<file path="src/rtl/fp_arith_pkg.sv">
// Shared fixed-point arithmetic definitions.
// Used by the sequential multiplier and divider.
package fp_arith_pkg;

  typedef enum logic [1:0] {
    IDLE,
    CALC,
    DONE
  } state_t;

  localparam int DEF_WIDTH = 10;
  localparam int DEF_FRAC  = 4;

  // OR of product bits above the result window.
  function automatic logic ov_slice(
    input logic [63:0] full,
    input int          w,
    input int          f
  );
    logic r;
    r = 1'b0;
    for (int i = 0; i < 64; i++) begin
      if (i >= f + w && i < 2 * w) begin
        r = r | full[i];
      end
    end
    return r;
  endfunction

endpackage

</file>
<file path="src/rtl/shift_add_datapath.sv">
// Shift-add multiply datapath.
// Retires one multiplier bit per step.
module shift_add_datapath
  import fp_arith_pkg::*;
#(
  parameter int WIDTH = DEF_WIDTH
) (
  input  logic               clk,
  input  logic               rst,
  input  logic               load,
  input  logic               step,
  input  logic [WIDTH-1:0]   a,
  input  logic [WIDTH-1:0]   b,
  output logic [2*WIDTH-1:0] prod
);

  logic [WIDTH-1:0]   mcand;
  logic [WIDTH-1:0]   mplr;
  logic [2*WIDTH-1:0] acc;
  logic [WIDTH-1:0]   addend;
  logic [WIDTH:0]     sum;

  always_comb begin
    addend = mplr[0] ? mcand : '0;
    sum    = {1'b0, acc[2*WIDTH-1:WIDTH]}
           + {1'b0, addend};
  end

  // Carry lands in the top bit as the
  // accumulator shifts right.
  always_ff @(posedge clk or negedge rst) begin
    if (!rst) begin
      mcand <= '0;
      mplr  <= '0;
      acc   <= '0;
    end else if (load) begin
      mcand <= a;
      mplr  <= b;
      acc   <= '0;
    end else if (step) begin
      acc  <= {sum, acc[WIDTH-1:1]};
      mplr <= mplr >> 1;
    end
  end

  assign prod = acc;

endmodule

</file>
<file path="src/rtl/fixed_point_multiplier.sv">
// Sequential unsigned fixed-point multiplier.
// Truncated product plus overflow flag.
module fixed_point_multiplier
  import fp_arith_pkg::*;
#(
  parameter int WIDTH = DEF_WIDTH,
  parameter int FRAC  = DEF_FRAC
) (
  input  logic             clk,
  input  logic             rst,
  input  logic             start,
  input  logic             ld_a,
  input  logic             ld_b,
  input  logic [WIDTH-1:0] A,
  input  logic [WIDTH-1:0] B,
  output logic [WIDTH-1:0] p,
  output logic             ov,
  output logic             busy,
  output logic             done
);

  localparam int CW = $clog2(WIDTH);

  state_t             state;
  logic [CW-1:0]      cnt;
  logic [WIDTH-1:0]   a_reg;
  logic [WIDTH-1:0]   b_reg;
  logic [2*WIDTH-1:0] prod;
  logic               load;
  logic               step;

  assign load = (state == IDLE) && start;
  assign step = (state == CALC);

  always_ff @(posedge clk or negedge rst) begin
    if (!rst) begin
      a_reg <= '0;
      b_reg <= '0;
    end else begin
      if (ld_a) a_reg <= A;
      if (ld_b) b_reg <= B;
    end
  end

  shift_add_datapath #(
    .WIDTH(WIDTH)
  ) u_dp (
    .clk  (clk),
    .rst  (rst),
    .load (load),
    .step (step),
    .a    (a_reg),
    .b    (b_reg),
    .prod (prod)
  );

  always_ff @(posedge clk or negedge rst) begin
    if (!rst) begin
      state <= IDLE;
      cnt   <= '0;
      p     <= '0;
      ov    <= 1'b0;
      busy  <= 1'b0;
      done  <= 1'b0;
    end else begin
      done <= 1'b0;
      unique case (state)
        IDLE: begin
          if (start) begin
            cnt   <= '0;
            busy  <= 1'b1;
            state <= CALC;
          end
        end
        CALC: begin
          cnt <= cnt + 1'b1;
          if (cnt == CW'(WIDTH - 1)) begin
            state <= DONE;
          end
        end
        DONE: begin
          p     <= prod[FRAC+WIDTH-1:FRAC];
          ov    <= ov_slice(64'(prod), WIDTH, FRAC);
          done  <= 1'b1;
          busy  <= 1'b0;
          cnt   <= '0;
          state <= IDLE;
        end
        default: state <= IDLE;
      endcase
    end
  end

endmodule

</file>
<file path="config.mk">
export PLATFORM = sky130hd
export DESIGN_NAME = fixed_point_multiplier
export DESIGN_NICKNAME = d
export VERILOG_FILES = /design/src/rtl/fp_arith_pkg.sv /design/src/rtl/shift_add_datapath.sv /design/src/rtl/fixed_point_multiplier.sv
export SDC_FILE = /design/constraint.sdc
export NUM_CORES = 1
export LEC_CHECK = 0
export ABC_AREA = 1
export CORE_ASPECT_RATIO = 1.1
export CORE_UTILIZATION = 57
export CTS_BUF_LIST = sky130_fd_sc_hd__clkbuf_16
export CTS_CLUSTER_DIAMETER = 40
export DETAILED_ROUTE_END_ITERATION = 8
export PLACE_DENSITY_LB_ADDON = 0.25
export RECOVER_POWER = 25
export SYNTH_ARGS = -nofsm -noshare
export SYNTH_HDL_FRONTEND = slang
export SYNTH_HIERARCHICAL = 1
export SYNTH_SLANG_ARGS = --single-unit
</file>
<file path="constraint.sdc">
create_clock -name clk -period 2.58 [get_ports clk]
set_input_delay 0.516 -clock clk [delete_from_list [all_inputs] [get_ports clk]]
set_output_delay 0.516 -clock clk [all_outputs]
set_load 0.02 [all_outputs]
</file>
* Word level (Yosys, flattened, before mapping)
Cells that the tools add are included.
** Cells by class
- Add/sub/neg operators :: 2
- Equality and inequality tests :: 5
- Mux-type cells :: 18
- Bitwise logic cells :: 5
- Reduce and logical (&&, ||, !) cells :: 8
** Operators by type and width (count)
- two-way mux 20 bit :: 2
- two-way mux 10 bit :: 3
- case mux 4 bit (3 select lines) :: 1
- adder 10 x 10 -> 11 bit :: 1
- two-way mux 1 bit :: 7
- AND reduction 2 bit :: 3
- OR 1 bit :: 5
- adder 4 x 1 -> 4 bit, second input constant :: 1
- == test 4 bit, second input constant :: 1
- two-way mux 2 bit :: 2
- two-way mux 4 bit :: 1
- case mux 2 bit (2 select lines) :: 1
- nonzero test 2 bit :: 2
- nonzero test 3 bit :: 1
- == test 2 x 1 -> 1 bit, second input constant :: 1
- == test 2 bit, second input constant :: 1
- logical NOT 2 bit :: 1
- != test 2 x 1 -> 1 bit, second input constant :: 1
- != test 2 bit, second input constant :: 1
- case mux 1 bit (2 select lines) :: 1
- logical AND 1 bit :: 1
** Storage, ports and cells
- Register bits after elaboration :: 79
- Input bits :: 25
- Logic and storage cells :: 49

* Longest topological paths before layout
Gate-level depths: netlist (run 1).
- Word-level depth :: 11
- Gate-level depth with buffers :: 15
- Gate-level depth less buffers :: 14

* Modules after synthesis
The synthesis (run 1) kept the hierarchy.
** Modules (own cells, without submodules)
- shift_add_datapath :: cells each 262, area each 2109.5 µm², sequential area each 1001.0 µm², times used 1
- fixed_point_multiplier :: cells each 137, area each 1562.7 µm², sequential area each 975.9 µm², times used 1

* Worst setup path after synthesis (run 1)
No wires, ideal clock.
- Path type :: reg-to-reg
- Start :: reg u_dp.mplr[0]
- End :: reg u_dp.acc[19] (netlist: u_dp/prod[19])
- Arrival time :: 1.795 ns
- Stages on the path, launching flop included :: 16
- Slack :: 0.669 ns
- Buffers on the path :: 1
- Setup time :: 0.116 ns
- Cell sequence :: dfrtp_1 -> clkbuf_1 -> nand2_1 -> inv_1 -> ha_1 -> fa_1 -> nand2_2 -> nand3_2 -> nand2_2 -> clkinv_2 -> nand2_2 -> nand2_2 -> nand2_1 -> nand2_1 -> nand2_1 -> nand2_1
** On the way
- Word-level cells in the longest chain between the ends :: 4
** RTL lines
- start, declared :: RTL line shift_add_datapath.sv:18 : logic [WIDTH-1:0] mplr;
- start signal, assigned :: RTL line shift_add_datapath.sv:42 : mplr <= mplr >> 1;
- two-way mux 10 bit :: RTL line shift_add_datapath.sv:24 : addend = mplr[0] ? mcand : '0;
- adder 10 x 10 -> 11 bit :: RTL line shift_add_datapath.sv:26 : + {1'b0, addend};
- two-way mux 20 bit :: RTL line shift_add_datapath.sv:40 : end else if (step) begin
- two-way mux 20 bit :: RTL line shift_add_datapath.sv:36 : end else if (load) begin
- end signal, assigned :: RTL line shift_add_datapath.sv:41 : acc <= {sum, acc[WIDTH-1:1]};
- end, declared :: RTL line shift_add_datapath.sv:19 : logic [2*WIDTH-1:0] acc;
No other way between the ends. The select of a mux whose other input is x is not followed.
A chain may end at the register's enable or synchronous reset.

* Final worst setup path (run 1)
Same ends and word-level chain as after synthesis.

==> results_dict.tcl, run 1 <==
set metrics [dict create \
    h-tree-depth 3 \
    clkTransAtPathRegs_ns 0.06 \
    seqCellArea_sq_mm 0.00188 \
    path_max_fanout 11 \
    power_density_mw_per_mm2 1030 \
    clock_skew_ns 0.00591 \
    drc_errors 0 \
    leakage_nw 2.19 \
    die_h_microns 84.6 \
    start_kind "register" \
    critPathRequiredTime_ns 2.80 \
    die_x_microns 77.1 \
    layout-drive-gt1-share_pct 12.8 \
    path_cells "nand2_1 > inv_1 > ha_1 > fa_1 > nand2_2 > nand3_2 > nand2_2 > clkinv_2 > nand2_2 > nand2_2 > nand2_1 > nand2_1 > nand2_1 > nand2_1" \
    cts_tree "built" \
    track_usage_pct 23.4 \
    timing.rr.end "u_dp/prod[19]" \
    post_cts_buffers 0 \
    max_slew_margin_pct -16.8 \
    hold_depth 2 \
    cap_violations 1 \
    antennaDiodeCount 0 \
    grt_overflow 0 \
    critPathMostFrequentCell "nand2_1" \
    slowest_delay_ns 0.49 \
    cpMaxStageDelayCell "dfrtp_1" \
    ir_drop_v 0.000572 \
    hold_path_class "register to register" \
    setup_tns_ns 0 \
    slew_viol_final 76 \
    vias_per_cell 5.17 \
    io_buffers 37 \
    violations "max-capacitance violations, max-slew violations" \
    reg2reg_from "u_dp/mplr[0]" \
    hold_buffers 0 \
    wirelength_microns 6680 \
    grt_pass1_vias 2627 \
    syn_area_per_cell_sq_um 9.13 \
    pre_cts_slack_ns 0.380 \
    antenna_found_initial 0 \
    postRouteAntennaNets 0 \
    cts.path.max_buffers 2 \
    fillCellCount 463 \
    startpoint "u_dp/mplr[0]" \
    max_slew.worst_pin.slew_ns 1.75 \
    worstHoldStart "p[3]" \
    rsz0062_at_grt "no" \
    syn-num-nets 425 \
    coreArea_sq_mm 0.00588 \
    r2r_cells 14 \
    nets 463 \
    largest_register_ffs 16 \
    status "complete, but fails checks" \
    syn_inst 387 \
    grt_pass1_wl_microns 11800 \
    start_util_pct 60.1 \
    drt_iter0_drc 146 \
    cts_buffers 9 \
    fin_ws_ns 0.534 \
    hold_viol_final 0 \
    dp_hpwl_microns 4620 \
    multi_input_area_sq_mm 0.00140 \
    whs_endpoint "p[3]" \
    clock_sinks 75 \
    via_count 2616 \
    clk_latency_ns 0.33 \
    die_area_sq_mm 0.00652 \
    globalplace.congestion 0.855 \
    pin_count 38 \
    hold_slack_ns 0.467 \
    cp.arrival_ns 2.26 \
    grt_max_degree 76 \
    cts_resized 0 \
    max_freq_mhz 489 \
    area_delta_synth_final_pct 19.3 \
    fp-row-count 29 \
    drt_pass1_iterations 4 \
    rrSetupSlack_ns 0.53 \
    synth_area_sq_mm 0.00353 \
    post_drt_wl_per_cell_microns 13.2 \
    criticalPathCategory "register to register" \
    endpoint_kind "register" \
    setup_viol 0 \
    root_buffer "clkbuf_16" \
    yosysWarningCount 6 \
    final.min_clock_period_ns 2.05 \
    post-route-period-util_pct 79.3 \
]
critical path, delay by kind of cell, from the launching register on:
| kind | cells | cell delay [ns] |
|---|---|---|
| buffers and inverters | 2 | 0.11 |
| AND/OR/NAND/NOR | 10 | 0.73 |
| adder cells (fa/ha/maj) | 2 | 0.62 |
| flip-flops | 1 | 0.49 |
worst max-delay path by stage:
| stage | endpoint | slack (ns) | cells after the start |
|---|---|---|---|
| after floorplan | u_dp/prod[19] | 0.67 | 15 |
| after detailed placement | u_dp/prod[10] | 0.38 | 7 |
| after CTS | u_dp/prod[19] | 0.56 | 14 |
| final | u_dp/prod[19] | 0.53 | 14 |
| after global routing | u_dp/prod[19] | 0.33 | 14 |
| after global placement | u_dp/prod[10] | 0.43 | 7 |
layout by cell type, fill, tap and decap left out, types with 3 or more instances in the layout:
| cell | instances |
|---|---|
| inv_1 | 40 |
| inv_2 | 6 |
| ha_1 | 12 |
| nor2_4 | 3 |
| nand2_1 | 139 |
| nand3_1 | 16 |
| clkdlybuf4s50_1 | 36 |
| mux2_2 | 20 |
| o21ai_1 | 3 |
| nand2_2 | 6 |
| nor2_1 | 16 |
| clkinv_1 | 3 |
| xor2_1 | 3 |
| dfrtp_1 | 75 |
| clkbuf_16 | 9 |
| o21ai_0 | 5 |
| o221ai_1 | 8 |
| a21oi_1 | 4 |
| o22ai_1 | 5 |
routing by layer:
| metal | GRT usage (%) | wire length [microns] | vias up |
|---|---|---|---|
| met5 | 0 | 0 | - |
| met4 | 11.1 | 135 | 0 |
| met3 | 3.59 | 219 | 10 |
| met2 | 40.6 | 3340 | 56 |
| met1 | 28.8 | 2990 | 1254 |
| li1 | - | - | 1296 |
power breakdown:
| part | leakage [nW] | switching (mW) | internal [mW] | total [mW] |
|---|---|---|---|---|
| clock network | 0.134 | 0.448 | 0.734 | 1.18 |
| logic | 1.10 | 0.835 | 0.539 | 1.37 |
| registers | 0.951 | 0.245 | 1.53 | 1.77 |
| total | 2.19 | 1.53 | 2.80 | 4.33 |
final cells by class:
class / instances / area share, %
Sequential cell: 75 / 44.5
Tap cell: 77 / 2.29
Clock inverter: 6 / 1.37
Clock buffer: 9 / 5.34
Multi-Input combinational cell: 253 / 33.3
Inverter: 47 / 4.21
Timing Repair Buffer: 39 / 8.96
metrics by stage:
stage	area [sq um]	cells	power, mW	util [%]
floorplan	3530	387	2.74	-
global placement	3950	491	3.06	67.2
detailed placement	3950	491	3.14	67.2
CTS	4230	506	4.35	72.0
global route	4220	506	4.61	71.7
finish	4220	506	4.33	71.7
Note: power is estimated with default switching activity, not from simulation.
==> inputs of run 2 (changes only) <==
==> constraint.sdc (replaced) <==
create_clock -name clk -period 1.9 [get_ports clk]
set_input_delay 0.38 -clock clk [delete_from_list [all_inputs] [get_ports clk]]
set_output_delay 0.38 -clock clk [all_outputs]
set_load 0.02 [all_outputs]
==> run 2 against run 1 <==
  * The run still ends with max-capacitance violations, max-slew violations left
  * Clock-buffer cell count did not move
  * Total power rose by 45%
  * Combinational power rose by 47%
  * Sequential share of layout area fell by 1.3 points
  * Register-to-register slack got worse by 0.42 ns
  * First-iteration DRC count rose by 35%
  * Critical path depth fell by 4
  * Flip-flop and latch count did not move
  * Clock skew barely moved
  * Critical path type unchanged
  * Core utilization rose by 2.2 points
  * Largest cell class unchanged
  * Worst setup slack got worse by 0.42 ns
==> results_dict.tcl, run 2 (synthesis gave the netlist of run 1 again) <==
set metrics [dict create \
    status "complete, but fails checks" \
    violations "max-capacitance violations, max-slew violations" \
    drc_errors 0 \
    grt_pass1_wl_microns 11800 \
    cap_violations 1 \
    start_kind "register" \
    grt_pass1_vias 2588 \
    fillCellCount 453 \
    vias_per_cell 5.22 \
    die_area_sq_mm 0.00652 \
    place_area_sq_mm 0.00399 \
    slew_viol_final 76 \
    cts_tree "built" \
    h-tree-depth 3 \
    fp-row-count 29 \
    rrSetupSlack_ns 0.12 \
    cp.arrival_ns 2.00 \
    endpoint_kind "register" \
    seqPwrFrac_pct 37.9 \
    worstHoldStart "p[7]" \
    criticalPathCategory "register to register" \
    start_util_pct 60.1 \
    internal-power_mw 4.16 \
    leakage_nw 2.24 \
    switching_share_pct 33.9 \
    die_h_microns 84.6 \
    power_frac_comb_pct 32.1 \
    pin_count 38 \
    hold_path_class "register to register" \
    final_common_cell "nand2_1" \
    coreArea_sq_mm 0.00588 \
    via_count 2678 \
    wirelength_microns 6780 \
    nets 469 \
    stdcell_area_sq_mm 0.00434 \
    clock_power_share_pct 30.0 \
    io_buffers 37 \
    post-route-period-util_pct 93.8 \
    layout-drive-gt1-share_pct 15.8 \
    clkTransAtPathRegs_ns 0.06 \
    final_cells 513 \
    rsz0062_at_grt "yes" \
    cts.path.max_buffers 2 \
    clk_latency_ns 0.33 \
    startpoint "u_dp/mplr[0]" \
    dp_hpwl_microns 4600 \
    max_freq_mhz 561 \
    max_slew_margin_pct -3.95 \
    root_buffer "clkbuf_16" \
    cpMaxStageDelayCell "dfrtp_1" \
    antennaDiodeCount 0 \
    die_x_microns 77.1 \
    hold_depth 2 \
    critPathRequiredTime_ns 2.11 \
    clock_skew_ns 0.00551 \
    clock_sinks 75 \
    grt_overflow 0 \
    ir_drop_v 0.000814 \
    antenna_found_initial 0 \
    post_drt_wl_per_cell_microns 13.2 \
    postRouteAntennaNets 0 \
    layout_common_cells "nand2_1, dfrtp_1, inv_1" \
    largest_register_ffs 16 \
    hold_viol_final 0 \
    timing.rr.end "u_dp/prod[16]" \
    grt_max_degree 76 \
    path_buf_inv 2 \
    critPathTopFamily "simple AND/OR/NAND/NOR gates" \
    path_cells "buf_4 > nand2_1 > inv_1 > ha_1 > a21oi_2 > nor2_1 > nor2_1 > nand3_1 > nand3_1 > nand2_1" \
    r2r_cells 10 \
    area_delta_synth_final_pct 22.9 \
    power_density_mw_per_mm2 1450 \
    setup_viol 0 \
    reg2reg_from "u_dp/mplr[0]" \
    track_usage_pct 23.4 \
    cts_buffers 9 \
    slowest_delay_ns 0.39 \
    final.min_clock_period_ns 1.78 \
    globalplace.congestion 0.889 \
    max_slew.worst_pin.slew_ns 1.56 \
    place_inst 496 \
    path_max_fanout 9 \
    netSwitchingPower_mw 2.13 \
    drt_pass1_iterations 4 \
    whs_endpoint "p[7]" \
    drt_iter0_drc 197 \
]
[run 2: cell count changes in the layout (fill, tap and decap cells not counted), moves of 2 or more]
| cell | change |
|---|---|
| bufinv_16 | +2 |
| clkinv_2 | +2 |
| buf_4 | +6 |
| ha_4 | +2 |
| clkinv_1 | -2 |
| ha_1 | -2 |
[run 2: worst register-to-register path: stages, from the launching register on]
cell and delay (ns):
dfrtp_1 0.39, buf_4 0.17, nand2_1 0.07, inv_1 0.05, ha_1 0.35, a21oi_2 0.21
nor2_1 0.06, nor2_1 0.14, nand3_1 0.09, nand3_1 0.09, nand2_1 0.05
[run 2: routing by layer]
metal  part of all wire [%]  track usage (%)  vias to the layer above
met3                    4.6             5.65                       11
met2                     51             40.0                       72
met1                     42             29.0                     1280
met4                    1.6             8.40                        0
li1                       -                -                     1315
met5                      0                0                        -
[run 2: power by group through the flow]
stage          Clock [mW]  Sequential, mW  Combinational, mW
2_1_floorplan           0            2.41               1.31
4_1_cts              1.90            2.38               1.98
3_5_place_dp            0            2.40               1.94
5_1_grt              1.99            2.45               2.27
6_report             1.89            2.38               2.02
3_3_place_gp            0            2.37               1.85
[run 2: area by class of cell]
cell class	count	area (sq um)	share of cell area [%]
clock inverters	7	108	2.48
repair buffers	45	423	9.74
flip-flops and latches	75	1880	43.2
multi-input cells	253	1440	33.1
inverters	47	178	4.09
clock buffers	9	225	5.18
well taps	77	96.3	2.22
[run 2: how the worst max path moves through the flow]
stage / to / slack, ns / cells after the start
floorplan: u_dp/prod[19] / 0.02 / 15
global placement: u_dp/prod[19] / 0.11 / 14
detailed placement: u_dp/prod[19] / 0.06 / 14
CTS: u_dp/prod[19] / 0.02 / 14
global route: u_dp/prod[19] / -0.01 / 14
finish: u_dp/prod[16] / 0.12 / 10
[run 2: metrics by stage]
step                      setup TNS, ns  utilization, %  hold slack (ns)  worst slack, ns  total power [mW]
after floorplan                       0               -           0.0844           0.0237              3.72
after global placement                0            67.8            0.439            0.110              4.22
after detailed placement              0            67.8            0.432           0.0585              4.34
after CTS                             0            73.5           0.0974           0.0162              6.26
after global routing            -0.0147            73.9            0.499          -0.0147              6.71
final                                 0            73.9            0.472            0.118              6.29
[run 2: repair_timing]
item,CTS,global route
setup buffers,0,1
gates resized for setup,0,8
setup endpoints to repair,0,6
hold buffers,0,0
==> inputs of run 3 (changes only) <==
--- a/config.mk
+++ b/config.mk
@@ -9,7 +9,6 @@
 export CORE_ASPECT_RATIO = 1.1
 export CORE_UTILIZATION = 57
 export CTS_BUF_LIST = sky130_fd_sc_hd__clkbuf_16
-export CTS_CLUSTER_DIAMETER = 40
 export DETAILED_ROUTE_END_ITERATION = 8
 export PLACE_DENSITY_LB_ADDON = 0.25
 export RECOVER_POWER = 25
==> results of run 3 <==
No change in the layout: final DEF, timing and power equal those of run 2.
